--- src/rtl/div_unit.sv ---
// Multicycle signed restoring divider for the MIPS datapath.
// LO receives the quotient (truncated toward zero) and HI the remainder (sign of dividend).
module div_unit #(
    parameter int WIDTH = 32
) (
    input  logic                    clk,
    input  logic                    reset,
    input  logic                    DivCtrl,
    input  logic signed [WIDTH-1:0] A,
    input  logic signed [WIDTH-1:0] B,
    output logic                    DivOut,
    output logic                    divZero,
    output logic        [WIDTH-1:0] HI,
    output logic        [WIDTH-1:0] LO
);

    localparam int CW = $clog2(WIDTH + 1);
    localparam logic [CW-1:0] LAST = CW'(WIDTH - 1);

    typedef enum logic [2:0] {
        IDLE = 3'd0,
        RUN  = 3'd1,
        FIX  = 3'd2,
        DONE = 3'd3,
        ZERO = 3'd4
    } state_t;

    state_t            state;
    logic [CW-1:0]     count;
    logic              sign_a;
    logic              sign_b;
    logic [WIDTH-1:0]  quo;
    logic [WIDTH-1:0]  rem;
    logic [WIDTH:0]    dvs;
    logic [WIDTH:0]    rem_sh;
    logic              take;
    logic              start;

    // Magnitude in WIDTH+1 bits so that -2^(WIDTH-1) stays representable.
    function automatic logic [WIDTH:0] mag(input logic signed [WIDTH-1:0] v);
        logic signed [WIDTH:0] ext;
        ext = {v[WIDTH-1], v};
        return v[WIDTH-1] ? -ext : ext;
    endfunction

    function automatic logic [WIDTH-1:0] neg_if(input logic [WIDTH-1:0] v, input logic neg);
        return neg ? -v : v;
    endfunction

    assign start = (state == IDLE) && DivCtrl && (B != '0);

    always_comb begin
        rem_sh = {rem, quo[WIDTH-1]};
        take   = (rem_sh >= dvs);
    end

    // Iteration datapath: operands are captured once at start and then only shifted.
    always_ff @(posedge clk) begin
        if (start) begin
            sign_a <= A[WIDTH-1];
            sign_b <= B[WIDTH-1];
            quo    <= WIDTH'(mag(A));
            dvs    <= mag(B);
            rem    <= '0;
        end else if (state == RUN) begin
            quo <= {quo[WIDTH-2:0], take};
            rem <= take ? WIDTH'(rem_sh - dvs) : rem_sh[WIDTH-1:0];
        end
    end

    always_ff @(posedge clk or negedge reset) begin
        if (!reset) begin
            state   <= IDLE;
            count   <= '0;
            HI      <= '0;
            LO      <= '0;
            DivOut  <= 1'b0;
            divZero <= 1'b0;
        end else begin
            case (state)
                IDLE: begin
                    if (DivCtrl) begin
                        if (B == '0) begin
                            divZero <= 1'b1;
                            state   <= ZERO;
                        end else begin
                            count <= '0;
                            state <= RUN;
                        end
                    end
                end
                RUN: begin
                    if (!DivCtrl) begin
                        state <= IDLE;
                    end else if (count == LAST) begin
                        state <= FIX;
                    end else begin
                        count <= count + CW'(1);
                    end
                end
                FIX: begin
                    if (!DivCtrl) begin
                        state <= IDLE;
                    end else begin
                        LO     <= neg_if(quo, sign_a ^ sign_b);
                        HI     <= neg_if(rem, sign_a);
                        DivOut <= 1'b1;
                        state  <= DONE;
                    end
                end
                DONE: begin
                    if (!DivCtrl) begin
                        DivOut <= 1'b0;
                        state  <= IDLE;
                    end
                end
                ZERO: begin
                    if (!DivCtrl) begin
                        divZero <= 1'b0;
                        state   <= IDLE;
                    end
                end
                default: state <= IDLE;
            endcase
        end
    end

endmodule
--- config.mk ---
export PLATFORM = sky130hd
export DESIGN_NAME = div_unit
export DESIGN_NICKNAME = d
export VERILOG_FILES = /design/src/rtl/div_unit.sv
export SDC_FILE = /design/constraint.sdc
export NUM_CORES = 1
export LEC_CHECK = 0
export CAP_MARGIN = 20
export CELL_PAD_IN_SITES_DETAIL_PLACEMENT = 1
export CELL_PAD_IN_SITES_GLOBAL_PLACEMENT = 1
export CORE_ASPECT_RATIO = 0.75
export CORE_UTILIZATION = 53
export DETAILED_ROUTE_END_ITERATION = 12
export DONT_BUFFER_PORTS = 1
export GPL_TIMING_DRIVEN = 0
export PLACE_DENSITY = 0.93
export SYNTH_ARGS = -nofsm -noshare
export SYNTH_HDL_FRONTEND = slang
export SYNTH_SLANG_ARGS = --single-unit
--- constraint.sdc ---
create_clock -name clk -period 9.2 [get_ports clk]
set_input_delay 1.84 -clock clk [delete_from_list [all_inputs] [get_ports clk]]
set_output_delay 1.84 -clock clk [all_outputs]
set_load 0.02 [all_outputs]
# Yosys cells after proc, flatten, opt, wreduce, memory -nomap -nowiden
# Index checks and enable logic that the tools add are counted.
[op_classes]
n_addsub = 6
magnitude_cmp = 1
n_eq_ne = 15
mux = 25
n_bitwise = 1
reduce_logical = 15
[ops]
columns = ["op", "n"]
rows = [
  ["32-bit two-way mux", 6],
  ["32-bit negation", 3],
  ["33-bit >= comparator", 1],
  ["32-bit negation with 33-bit output", 1],
  ["32-bit zero test", 1],
  ["32-bit nonzero test", 1],
  ["32-bit subtractor", 1],
  ["31-bit two-way mux", 1],
  ["6-bit two-way mux", 4],
  ["2-bit != test, second input constant", 8],
  ["3-bit two-way mux", 5],
  ["3-bit case mux with 4 select lines", 1],
  ["6-bit case mux with 2 select lines", 1],
  ["2-bit nonzero test", 4],
  ["6-bit by 1-bit adder with 6-bit output, second input constant", 1],
  ["3-bit by 2-bit equality test with 1-bit output, second input constant", 2],
  ["6-bit by 5-bit equality test with 1-bit output, second input constant", 1],
  ["3-bit AND reduction", 2],
  ["5-bit AND reduction", 1],
  ["1-bit two-way mux", 4],
  ["1-bit case mux with 2 select lines", 2],
  ["4-bit AND reduction", 1],
  ["3-bit by 1-bit equality test with 1-bit output, second input constant", 1],
  ["3-bit equality test, second input constant", 1],
  ["8 further kinds", 9],
]
[word_totals]
ff_bits = 174
input_bits = 67
word_cells = 75

# Depth between registers and ports, before layout
# Gate-level depths: netlist (run 1).
[logic_depth]
word_depth = 4
mapped_depth = 13
depth_no_buf = 12

# Least setup slack after synthesis (run 1)
# No wires, ideal clock.
[synth_timing]
path_type = "input port to flip-flop"
startpoint = "in B[4]"
endpoint = "reg quo[0], enable pin"
setup_ns = 0.408
arrival_ns = 4.510
t_required_ns = 8.792
setup_slack_ns = 4.283
cell_stages = 10
n_path_buf = 1
cell_sequence = "or2_1 > or4_4 > or3_1 > or3_4 > or4_1 > buf_2 > nand2_4 > inv_4 > nor2_8 > inv_1"
[synth_between]
elab_chain_len = 3
[synth_rtl]
columns = ["item", "line_no", "source"]
rows = [
  ["from (decl)", "10", "input logic signed [WIDTH-1:0] B,"],
  ["32-bit nonzero test", "50", "assign start = (state == IDLE) && DivCtrl && (B != '0);"],
  ["1-bit logical AND", "50", ""],
  ["2-bit nonzero test (no line)", "-", ""],
  ["to (signal assigned)", "62", "quo <= WIDTH'(mag(A));"],
  ["to (signal assigned)", "66", "quo <= {quo[WIDTH-2:0], take};"],
  ["to (decl)", "32", "logic [WIDTH-1:0] quo;"],
]
# Every way passes these cells.
# A chain may end at the register's enable or synchronous reset.

# Worst setup path in the final report (run 1)
[layout_timing]
startpoint = "in B[4]"
endpoint = "reg quo[18], data pin"
[layout_between]
elab_chain_len = 3
[layout_rtl]
columns = ["item", "line_no", "source"]
rows = [
  ["32-bit nonzero test", "50", ""],
  ["1-bit logical AND", "50", ""],
  ["named net start", "37", "logic start;"],
  ["32-bit two-way mux", "59", "if (start) begin"],
]
# The timed path passes the listed nets, and every way through them passes these cells.

==> metrics.txt, run 1 <==
post-synthesis cell type count=67; cts repair resizes=0; hold crit path type=reg2reg; # setup viols final=0; Detailed Route Iter0 Violations=1035; Clock Latency Late Sink=0.45 ns; Critical Path Slowest Stage Cell=buf_2; GRT Util Overall=34.1%; Critical path origin=B[4]; Seq/Total Area, Yosys=41.9%; CP most frequent cell=buf_2; worst clock skew=0.0150 ns; antenna viol nets, final=0; syn avg cell area=8.89 sq um; Post-route DRC=0; Post-CTS Hold Fix Bufs=0; number of synthesized register bits=174; initial antenna violation count=0; Cell Chain, Critical Path=or2_1, or4_4, or3_1, or3_4, or4_1, buf_2, nand2_4, inv_4, buf_2, nand2_1, o21ai_0; layout net count=1341; yosys warns=0; worst slew pin tran=1.13 ns; core area=19700 sq um; reg2reg start=rem[9]; f_max=200 MHz; fin worst setup slack=4.20 ns; layout cells sized above 1=4.81%; Clock Tree Buf Depth=2; crit-path max cell delay=0.48 ns; CTS tree=built; vias in the first global route=10000; setup TNS=0 ns; Syn Std Cell Area=10800 sq um; CTS root buffer=clkbuf_16; slew margin rel.=24.7%; router iterations before antenna repair=5; GPL Wtd Cong=0.931; initial core utilization=55.0%; final WL=35200 um; RSZ-0062 raised after global routing=false; postcts setup bufs=0; TritonCTS buffer count=17; Crit path required time=9.33 ns; input/output buffers=0; commonest non-fill, non-tap cells in the layout=nand2_1 (196), o21ai_0 (152), a21oi_1 (76); Critical Setup Path Class=in2reg; drt via density=6.43; pwr dens=253 nW/um^2; Max Cap Viol=0; Place WS=3.86 ns; Hold Startpoint=rem[5]; CTS H-tree lvls=4; element type at the critical path start=input pin; # rows=44; routed length per placed instance=23.4 um; first-pass GRT wire length=55400 um; status=complete, no violations; Slew Limit Fails=0; CTS clock-pin slew for the worst setup and hold paths=0.08 ns; worst-path fanout max=44; CP arrival=5.14 ns; top_reg_cell synth=dfrtp_1; Async SR Flop Fraction=43.1%; grt total ovfl=0; IO Count=133; dpl hpwl=25600 um; final hold vios=0; commonest non-fill, non-tap cell in the layout=nand2_1; P_leak=4.74 nW; VDD IR-drop max=0.134 mV; Worst Setup End Kind=register; CTS sink cnt=174; Die X=167 um; final worst path period share=54.4%; Post-Syn Nets=1321; synth-to-layout area growth=8.45%; Tmin final=5.00 ns; ant diodes=0; Mapped Cells=1215; total die area=21000 sq um; Vias=9646; Die Ht=126 um; Post-synth EDFFs=67; pin count of the biggest net entering global routing=76
[cell type report]
| class | instances | area, sq um |
|---|---|---|
| well taps | 253 | 317 |
| plain buffers | 57 | 244 |
| fillers | 2296 | 7940 |
| clock inverters | 15 | 144 |
| flip-flops and latches | 174 | 4530 |
| multi-input cells | 928 | 5820 |
| repair buffers | 1 | 27.5 |
| inverters | 56 | 213 |
| clock buffers | 17 | 425 |
[synth_stat cells (all sizes together) (2+ instances only)]
cell type / n / area share [%]
clkbuf: 46 / 1.6
nand2b: 7 / 0.41
o31ai: 30 / 2.1
nand4: 6 / 0.35
o41ai: 15 / 1.3
buf: 11 / 0.66
nand3: 17 / 0.79
nand2: 197 / 6.9
dfrtp: 75 / 17
nor4: 14 / 0.87
and3: 4 / 0.23
mux2i: 18 / 1.7
a21o: 12 / 0.83
nand3b: 2 / 0.14
o211ai: 8 / 0.56
or2: 4 / 0.23
nor2b: 9 / 0.52
inv: 56 / 2.0
nor3: 18 / 0.83
xnor2: 74 / 6.0
edfxtp: 67 / 19
a22oi: 2 / 0.14
o21a: 8 / 0.56
or3: 19 / 1.2
a31oi: 8 / 0.46
a21oi: 76 / 3.5
o21ai: 170 / 7.9
a32oi: 4 / 0.32
a211oi: 2 / 0.14
o2111ai: 2 / 0.16
dfxtp: 32 / 5.9
and4: 2 / 0.16
o22ai: 2 / 0.12
ha: 38 / 4.4
or4: 20 / 1.5
xor2: 75 / 6.1
o21bai: 3 / 0.21
nor2: 46 / 1.7
[per-stage QoR]
step | hold WS, ns | area, sq um | utilization (%) | instances | total power [mW]
floorplan | 0.476 | 10800 | - | 1215 | 1.84
global placement | 0.501 | 11100 | 56.6 | 1468 | 2.10
detailed placement | 0.536 | 11100 | 56.7 | 1469 | 2.17
CTS | 0.566 | 11700 | 59.6 | 1501 | 2.92
global route | 0.596 | 11700 | 59.6 | 1501 | 3.09
finish | 0.557 | 11700 | 59.6 | 1501 | 2.96
[state kept, by name, summed over array words and instances, names as in the netlist]
name / cells
LO: 32
dvs: 33
state: 3
divZero: 1
rem: 32
quo: 32
HI: 32
DivOut: 1
sign_b: 1
sign_a: 1
count: 6
[critical path: cells and delay by family]
kind,cells,cell delay [ns]
AND/OR/NAND/NOR,7,2.39
buffers and inverters,3,0.75
AO/OA/AOI/OAI,1,0.15
[where the power goes]
| part | internal [mW] | leakage [nW] | switching (mW) | total [mW] |
|---|---|---|---|---|
| Combinational | 0.433 | 2.50 | 0.692 | 1.12 |
| Clock | 0.361 | 0.283 | 0.371 | 0.732 |
| Sequential | 0.907 | 1.96 | 0.198 | 1.10 |
[per-layer routing]
metal  GRT usage (%)  part of all wire (%)
met5               0                     0
met4            12.6                   2.6
met3            7.57                   9.2
met2            54.8                    45
met1            45.4                    43
[logic make-up (layout without fill, tap and decap cells)]
kind of cell    Yosys count  in the layout  share of synthesized area, %
simple gates            368            368                          16.2
compound gates          352            352                          19.2
flops                   174            174                          41.9
xor+xnor                149            149                          12.1
buf+inv                 113            146                          4.23
fa+ha+maj                39             39                          4.59
mux                      19             19                          1.77
other cells               1              1                        0.0347
[final timing paths]
kind / to / slack [ns] / depth (start not counted)
min: rem[5] / 0.56 / 2
max in group asynchronous: state[2] / 7.94 / 0
min reg2reg: rem[5] / 0.56 / 2
min in group asynchronous: LO[17] / 1.08 / 0
max reg2reg: rem[3] / 5.10 / 11
max: quo[18] / 4.20 / 11
Power figures use the tool's default switching activity.
==> run 2: changes to the inputs <==
--- a/config.mk
+++ b/config.mk
@@ -9,11 +9,11 @@
 export CELL_PAD_IN_SITES_DETAIL_PLACEMENT = 1
 export CELL_PAD_IN_SITES_GLOBAL_PLACEMENT = 1
 export CORE_ASPECT_RATIO = 0.75
-export CORE_UTILIZATION = 53
+export CORE_UTILIZATION = 49
 export DETAILED_ROUTE_END_ITERATION = 12
 export DONT_BUFFER_PORTS = 1
 export GPL_TIMING_DRIVEN = 0
-export PLACE_DENSITY = 0.93
+export PLACE_DENSITY = 0.87
 export SYNTH_ARGS = -nofsm -noshare
 export SYNTH_HDL_FRONTEND = slang
 export SYNTH_SLANG_ARGS = --single-unit
==> constraint.sdc (replaced) <==
create_clock -name clk -period 4.8 [get_ports clk]
set_input_delay 0.96 -clock clk [delete_from_list [all_inputs] [get_ports clk]]
set_output_delay 0.96 -clock clk [all_outputs]
set_load 0.02 [all_outputs]
==> run 2 against run 1 <==
Critical path type is now reg2reg. Critical path depth is 1 higher. Largest power group unchanged. Via count down 0.59%. Hold slack got worse by 0.36 ns. Power grew 90%. First-iteration DRC count down 21%.
==> metrics.txt, run 2 (same netlist as run 1, synthesis figures left out) <==
Post-CTS Hold Fix Bufs=0; CTS clock-pin slew for the worst setup and hold paths=0.08 ns; layout net count=1341; internal power=3.30 mW; GRT Util Overall=30.6%; DR top layer=met4; CP arrival=4.75 ns; TritonCTS buffer count=17; status=complete, no violations; clock group share of total power=25.1%; Cell Chain, Critical Path=ha_1, clkbuf_1, a21o_1, a21o_1, a221oi_1, nand3_1, a21oi_1, o22ai_1, clkbuf_1, nor2_1, a22oi_1, o21ai_0; synth-to-layout area growth=8.92%; router iterations before antenna repair=5; Clock Latency Late Sink=0.45 ns; initial antenna violation count=0; CTS H-tree lvls=4; slew margin rel.=26.8%; CTS sink cnt=174; drt via density=6.24; ant diodes=0; hold crit path type=in2async; Largest delay share family, worst path=compound AO/OA/AOI/OAI gates; layout cells sized above 1=4.81%; sw frac=41.4%; Layout Utilization=55.1%; Die X=173 um; WHS=0.197 ns; antenna viol nets, final=0; Tmin final=4.39 ns; crit-path max cell delay=0.57 ns; Vias=9589; dpl cells=1504; cts repair resizes=0; postcts setup bufs=0; Max Cap Viol=0; first-pass GRT wire length=53700 um; IO Count=133; Clock Tree Buf Depth=2; Slew Limit Fails=0; Die Ht=131 um; VDD IR-drop max=0.277 mV; Worst Path Buf+Inv=2; worst-path fanout max=10; fin worst setup slack=0.409 ns; setup TNS=0 ns; Crit path required time=5.16 ns; commonest non-fill, non-tap cell in the layout=nand2_1; input/output buffers=0; routed length per placed instance=22.2 um; final WL=34100 um; CTS root buffer=clkbuf_16; reg2reg start=rem[9]; total die area=22700 sq um; CTS tree=built; Reg2Reg Setup Slack=0.41 ns; final hold vios=0; Met1 Wirelength=14900 um; Top reg by flops=dvs; sw power=2.34 mW; met2 wire length=15800 um; vias in the first global route=9759; Place WS=0.265 ns; dpl hpwl=25100 um; number of flip-flops in the largest register=33; Critical Setup Path Class=reg2reg; # rows=46; f_max=228 MHz; non-filler cells, final=1536; commonest non-fill, non-tap cells in the layout=nand2_1 (196), o21ai_0 (152), a21oi_1 (76); Critical Path Slowest Stage Cell=a21oi_1; element type at the critical path start=register; Worst Reg-to-Reg Cells=12; final worst path period share=91.5%; Detailed Route Iter0 Violations=816; pwr dens=479 nW/um^2; Post-route DRC=0; core area=21400 sq um; grt total ovfl=0; end of the worst register-to-register path=rem[20]; Worst Setup End Kind=register; worst slew pin tran=1.10 ns; P_leak=4.75 nW; Flop pwr share=36.6%; met3 WL=2350 um; GPL Wtd Cong=0.887; # setup viols final=0; worst clock skew=0.0120 ns; initial core utilization=50.6%; pin count of the biggest net entering global routing=76; Comb power frac=38.3%; RSZ-0062 raised after global routing=false
-- run 2: changes by cell type in the layout (fill, tap and decap cells not counted) --
cell | previous run | this run
bufinv_16 | 0 | 1
clkinvlp_4 | 1 | 0
inv_8 | 6 | 2
inv_4 | 3 | 1
clkinv_8 | 1 | 0
inv_6 | 1 | 7
clkinv_2 | 1 | 2
-- run 2: cell type report --
cell class                 instances  area, sq um
fill                            2515         9590
multi-input combinational        928         5820
sequential                       174         4530
clock buffer                      17          425
tap                              288          360
buffer                            57          244
inverter                          56          213
clock inverter                    15          150
timing repair buffer               1         27.5
-- run 2: through the flow --
step | power, mW | cell area (sq um)
after CTS | 5.58 | 11800
after floorplan | 3.52 | 10800
after global routing | 5.89 | 11800
final | 5.64 | 11800
after detailed placement | 4.13 | 11200
after global placement | 4.01 | 11200
-- run 2: power by group through the flow --
| stage | clock network [mW] | logic [mW] | registers [mW] |
|---|---|---|---|
| after floorplan | 0 | 1.56 | 1.96 |
| after global placement | 0 | 1.95 | 2.07 |
| after detailed placement | 0 | 2.05 | 2.08 |
| after CTS | 1.41 | 2.12 | 2.05 |
| after global routing | 1.46 | 2.34 | 2.09 |
| final | 1.42 | 2.16 | 2.06 |
-- run 2: worst max-delay path by stage --
stage	start	endpoint	slack (ns)	cells after the start
2_1_floorplan	B[4]	quo[0]	0.76	10
4_1_cts	rem[9]	rem[20]	0.58	12
6_report	rem[9]	rem[20]	0.41	12
3_5_place_dp	B[4]	quo[15]	0.26	11
5_1_grt	rem[9]	rem[20]	0.27	12
3_3_place_gp	B[4]	quo[22]	0.08	10
-- run 2: per-layer routing --
metal | vias up | track usage, %
li1 | 4367 | -
met1 | 4761 | 39.9
met2 | 380 | 50.8
met3 | 81 | 6.28
met4 | 0 | 11.5
met5 | - | 0
==> run 3: changes to the inputs <==
--- a/config.mk
+++ b/config.mk
@@ -9,11 +9,11 @@
 export CELL_PAD_IN_SITES_DETAIL_PLACEMENT = 1
 export CELL_PAD_IN_SITES_GLOBAL_PLACEMENT = 1
 export CORE_ASPECT_RATIO = 0.75
-export CORE_UTILIZATION = 49
+export CORE_UTILIZATION = 53
 export DETAILED_ROUTE_END_ITERATION = 12
 export DONT_BUFFER_PORTS = 1
 export GPL_TIMING_DRIVEN = 0
-export PLACE_DENSITY = 0.87
+export PLACE_DENSITY = 0.93
 export SYNTH_ARGS = -nofsm -noshare
 export SYNTH_HDL_FRONTEND = slang
 export SYNTH_SLANG_ARGS = --single-unit
==> constraint.sdc (replaced) <==
create_clock -name clk -period 5.3 [get_ports clk]
set_input_delay 1.06 -clock clk [delete_from_list [all_inputs] [get_ports clk]]
set_output_delay 1.06 -clock clk [all_outputs]
set_load 0.02 [all_outputs]
==> results of run 3 <==
The final DEF is identical to that of run 1. Status: complete, no violations.
Main changes from that run: setup slack after placement 3.86 ns -> 0.737 ns; setup slack after layout 4.20 ns -> 1.08 ns; hold slack 0.557 ns -> 0.301 ns; register-to-register setup slack 5.10 ns -> 1.20 ns; total power 2.96 mW -> 5.14 mW; worst IR drop on VDD 0.134 mV -> 0.233 mV
